--- src/rtl/pipe_hazard_ctrl.sv ---
// LC-3b pipeline hazard controller: PC and pipeline-register load/clear strobes for D-mem stalls, MEM redirects, load-use and I-fetch stalls.
// Optional saturating perf counters (dstall_cnt, bubble_cnt, flush_cnt) when PIPE_PERF_EN is defined.
module pipe_hazard_ctrl #(
  parameter int REG_W = 3
`ifdef PIPE_PERF_EN
  ,
  parameter int CNT_W = 32
`endif
) (
  input  logic             clk,
  input  logic             rst_n,
  input  logic             imem_resp,
  input  logic             dmem_req,
  input  logic             dmem_resp,
  input  logic             br_taken_mem,
  input  logic [REG_W-1:0] id_src1,
  input  logic [REG_W-1:0] id_src2,
  input  logic             id_use_src1,
  input  logic             id_use_src2,
  input  logic [REG_W-1:0] ex_dest,
  input  logic             ex_mem_read,
  output logic             load_pc,
  output logic             load_if_id,
  output logic             clear_if_id,
  output logic             load_id_ex,
  output logic             clear_id_ex,
  output logic             load_ex_mem,
  output logic             clear_ex_mem,
  output logic             load_mem_wb,
  output logic             clear_mem_wb
`ifdef PIPE_PERF_EN
  ,
  output logic [CNT_W-1:0] dstall_cnt,
  output logic [CNT_W-1:0] bubble_cnt,
  output logic [CNT_W-1:0] flush_cnt
`endif
);

  typedef enum logic [1:0] {INIT, RUN, IDISCARD} state_e;

  state_e state_q, state_d;
  logic   dstall;
  logic   hazard;
  logic   discard_done;

  assign dstall = dmem_req & ~dmem_resp;
  assign hazard = ex_mem_read & ((id_use_src1 & (id_src1 == ex_dest)) |
                                 (id_use_src2 & (id_src2 == ex_dest)));
  // The stale fetch from before a redirect retires on the first response seen.
  assign discard_done = (state_q == IDISCARD) & imem_resp;

  always_ff @(posedge clk) begin
    if (!rst_n) begin
      state_q <= INIT;
    end else begin
      state_q <= state_d;
    end
  end

  always_comb begin
    state_d      = state_q;
    load_pc      = 1'b1;
    load_if_id   = 1'b1;
    clear_if_id  = 1'b0;
    load_id_ex   = 1'b1;
    clear_id_ex  = 1'b0;
    load_ex_mem  = 1'b1;
    clear_ex_mem = 1'b0;
    load_mem_wb  = 1'b1;
    clear_mem_wb = 1'b0;

    if (!rst_n || state_q == INIT) begin
      load_pc      = 1'b0;
      clear_if_id  = 1'b1;
      clear_id_ex  = 1'b1;
      clear_ex_mem = 1'b1;
      clear_mem_wb = 1'b1;
      state_d      = RUN;
    end else if (dstall) begin
      load_pc      = 1'b0;
      load_if_id   = 1'b0;
      load_id_ex   = 1'b0;
      load_ex_mem  = 1'b0;
      clear_mem_wb = 1'b1;
      if (discard_done) state_d = RUN;
    end else if (br_taken_mem) begin
      clear_if_id  = 1'b1;
      clear_id_ex  = 1'b1;
      clear_ex_mem = 1'b1;
      state_d      = imem_resp ? RUN : IDISCARD;
    end else if (hazard) begin
      load_pc      = 1'b0;
      load_if_id   = 1'b0;
      clear_id_ex  = 1'b1;
      if (discard_done) state_d = RUN;
    end else if (state_q == IDISCARD || !imem_resp) begin
      load_pc      = 1'b0;
      clear_if_id  = 1'b1;
      if (discard_done) state_d = RUN;
    end
  end

`ifdef PIPE_PERF_EN
  localparam logic [CNT_W-1:0] CNT_ONE = {{(CNT_W-1){1'b0}}, 1'b1};

  logic             active;
  logic             perf_dstall, perf_flush, perf_bubble;
  logic [CNT_W-1:0] dstall_cnt_q, bubble_cnt_q, flush_cnt_q;

  assign active      = rst_n & (state_q != INIT);
  assign perf_dstall = active & dstall;
  assign perf_flush  = active & ~dstall & br_taken_mem;
  assign perf_bubble = active & ~dstall & ~br_taken_mem & hazard;

  always_ff @(posedge clk) begin
    if (!rst_n) begin
      dstall_cnt_q <= '0;
      bubble_cnt_q <= '0;
      flush_cnt_q  <= '0;
    end else begin
      if (perf_dstall && !(&dstall_cnt_q)) dstall_cnt_q <= dstall_cnt_q + CNT_ONE;
      if (perf_bubble && !(&bubble_cnt_q)) bubble_cnt_q <= bubble_cnt_q + CNT_ONE;
      if (perf_flush  && !(&flush_cnt_q))  flush_cnt_q  <= flush_cnt_q + CNT_ONE;
    end
  end

  assign dstall_cnt = dstall_cnt_q;
  assign bubble_cnt = bubble_cnt_q;
  assign flush_cnt  = flush_cnt_q;
`endif

endmodule

--- config.mk ---
export PLATFORM = sky130hd
export DESIGN_NAME = pipe_hazard_ctrl
export DESIGN_NICKNAME = d
export VERILOG_FILES = /design/src/rtl/pipe_hazard_ctrl.sv
export SDC_FILE = /design/constraint.sdc
export NUM_CORES = 1
export LEC_CHECK = 0
export CORE_AREA = 3 3 40 42
export DETAILED_ROUTE_END_ITERATION = 6
export DIE_AREA = 0 0 43 45
export SLEW_MARGIN = 20
export SYNTH_ARGS = -nofsm -noshare
export SYNTH_HDL_FRONTEND = slang
export SYNTH_SLANG_ARGS = --single-unit
--- constraint.sdc ---
create_clock -name clk -period 1.2 [get_ports clk]
set_clock_uncertainty 0.15 [all_clocks]
set_input_delay 0.24 -clock clk [delete_from_list [all_inputs] [get_ports clk]]
set_output_delay 0.24 -clock clk [all_outputs]
set_load 0.01 [all_outputs]
==> results.tsv <==
metric	value	unit
grt_first_pass_wirelength	1.49	mm
fin_crit	1590	ps
critical_path_class	reg -> out	
grt_pass1_vias	391	
power_switching	0.000119	W
synth_area	289	um2
drt_wl_total	903	um
max_clock_freq	628	MHz
power_density	615	nW/um2
cts_buffer_depth	2	
largest_reg_flops	2	
antennaDiodeCount	0	
routabilityCongestion	0.612	
synthCells	39	
layout_commonest_cell	buf_2	
synth.distinct_cells	22	
critPathCaptureType	primary output	
layout.nets	96	
setup_viol_count_final	8	
finalSetupTns	-2740	ps
cts_tree	yes	
hold_viol	0	
die_x	43	um
dr.pass1.iters	2	
grt_util_all_layers	9.89	%
cp.required	810	ps
fp.coreArea	1280	um2
via_per_inst	4.30	
yosysWarnings	0	
switching_share	28.7	%
setup_slack	-393	ps
peakVddDrop	520	uV
grt_max_degree	8	
cts_max_level	1	
die_h	45	um
status	finished with violations	
worstSetupStartpointType	register	
layout-drive-gt1-share	69.7	%
clk_latency	220	ps
p_leak	0.325	nW
initial_core_util	22.5	%
hpwl	686	um
ys_seq_area_share	13.9	%
clock_sinks	2	
first_iter_violations	3	
cp.arrival	1200	ps
drc	0	
clkTransAtPathRegs	30	ps
area_delta_synth_final	133	%
biggestRegsByFlops	state_q x2	
cap_violations	0	
sequentialPowerShare	18.2	%
critPathMaxFanout	4	
row_count	13	
ys_seq_elements	2	
portBuffers	25	
utilization	52.4	%
p_int	0.000295	W
violations	setup timing	
ant_nets	0	
fillers	125	
syn_nets	57	
cts-root-buf	clkbuf_4	
final_cell_mix	buf_2 (13), buf_6 (8), buf_4 (7), dlygate4sd2_1 (6), xnor2_2 (4)	
fin_crit_sh	133	%
clkPwrFrac	34.3	%
slew_viol_final	0	
via_count	391	
hold_buffers	0	
overflow	0	
die_area	1940	um2
hold_path_class	in -> reg	
routedWlPerCell	9.92	um
rsz0062_at_grt	true	
numCtsBuffers	3	
antenna_found_initial	0	
syn_avg_cell_area	7.41	um2
top_register	state_q	
ios	27	
pwr-share-comb	47.5	%
[stage by stage]
stage | setup WS [ps] | instances | cell area (um2) | hold slack (ps) | power (W)
2_1_floorplan | -93.0 | 39 | 319 | 207 | 0.000155
6_report | -393 | 91 | 673 | 329 | 0.000414
5_1_grt | -444 | 91 | 673 | 332 | 0.000451
4_1_cts | -396 | 90 | 661 | 323 | 0.000415
3_5_place_dp | -1150 | 83 | 618 | 462 | 0.000269
3_3_place_gp | -1140 | 83 | 618 | 468 | 0.000269
[layer usage]
layer	GRT usage (%)	part of all wire, %
met1	11.8	42
met2	18.0	47
met3	3.98	11
met4	0	0
met5	0	0
[cells in the mapped netlist (all sizes together)]
cell / count / area share (%)
a311oi: 1 / 5.2
or2: 1 / 2.2
inv: 1 / 1.3
o21a: 2 / 5.2
a21oi: 3 / 5.2
a21boi: 3 / 7.8
nand2: 5 / 6.5
conb: 1 / 1.3
a21bo: 1 / 3.5
nand4: 2 / 4.3
nor2: 2 / 2.6
nand3: 1 / 1.7
o31ai: 1 / 2.6
dfxtp: 2 / 14
nor2b: 1 / 2.2
xnor2: 6 / 18
a21o: 1 / 2.6
nand2b: 2 / 6.9
o21ai: 1 / 1.7
buf: 2 / 5.2
[power by group through the flow]
| stage | Clock, W | Sequential (W) | Combinational [W] |
|---|---|---|---|
| 2_1_floorplan | 0 | 0.0000758 | 0.0000789 |
| 3_3_place_gp | 0 | 0.0000767 | 0.000192 |
| 3_5_place_dp | 0 | 0.0000764 | 0.000192 |
| 4_1_cts | 0.000147 | 0.0000748 | 0.000193 |
| 5_1_grt | 0.000162 | 0.0000755 | 0.000214 |
| 6_report | 0.000142 | 0.0000753 | 0.000197 |
[final timing paths]
kind                            startpoint    endpoint  slack, ps  cells past startpoint
worst max-delay path            state_q[1]  load_if_id       -390                      4
worst min-delay path                 rst_n  state_q[1]        330                      2
worst max register to register  state_q[0]  state_q[1]         70                      4
worst min register to register  state_q[1]  state_q[1]        520                      2
[layout make-up]
cell class / count / area [um2] / area share (%)
multi-input combinational: 34 / 310 / 46.1
inverter: 1 / 3.75 / 0.558
clock buffer: 3 / 22.5 / 3.35
sequential: 2 / 47.5 / 7.06
tap: 15 / 18.8 / 2.79
timing repair buffer: 36 / 270 / 40.1
[worst max-delay path: stages, from the launching register on]
cell and delay, ps:
dfxtp_4 370, o21ai_4 60, or2_4 270, a21boi_2 150, buf_2 140
[cells by family after synthesis]
| group | after synthesis | share of synthesized area (%) |
|---|---|---|
| AO/OA/AOI/OAI | 13 | 33.8 |
| buffers and inverters | 3 | 6.49 |
| flip-flops | 2 | 13.9 |
| AND/OR/NAND/NOR | 14 | 26.4 |
| other | 1 | 1.30 |
| XOR/XNOR | 6 | 18.2 |
[what timing repair did]
item,CTS,global route
buffers inserted,4,2
resized for setup,92,6
pin swaps,18,5
endpoints found under the setup margin,10,9
Power figures use the tool's default switching activity.
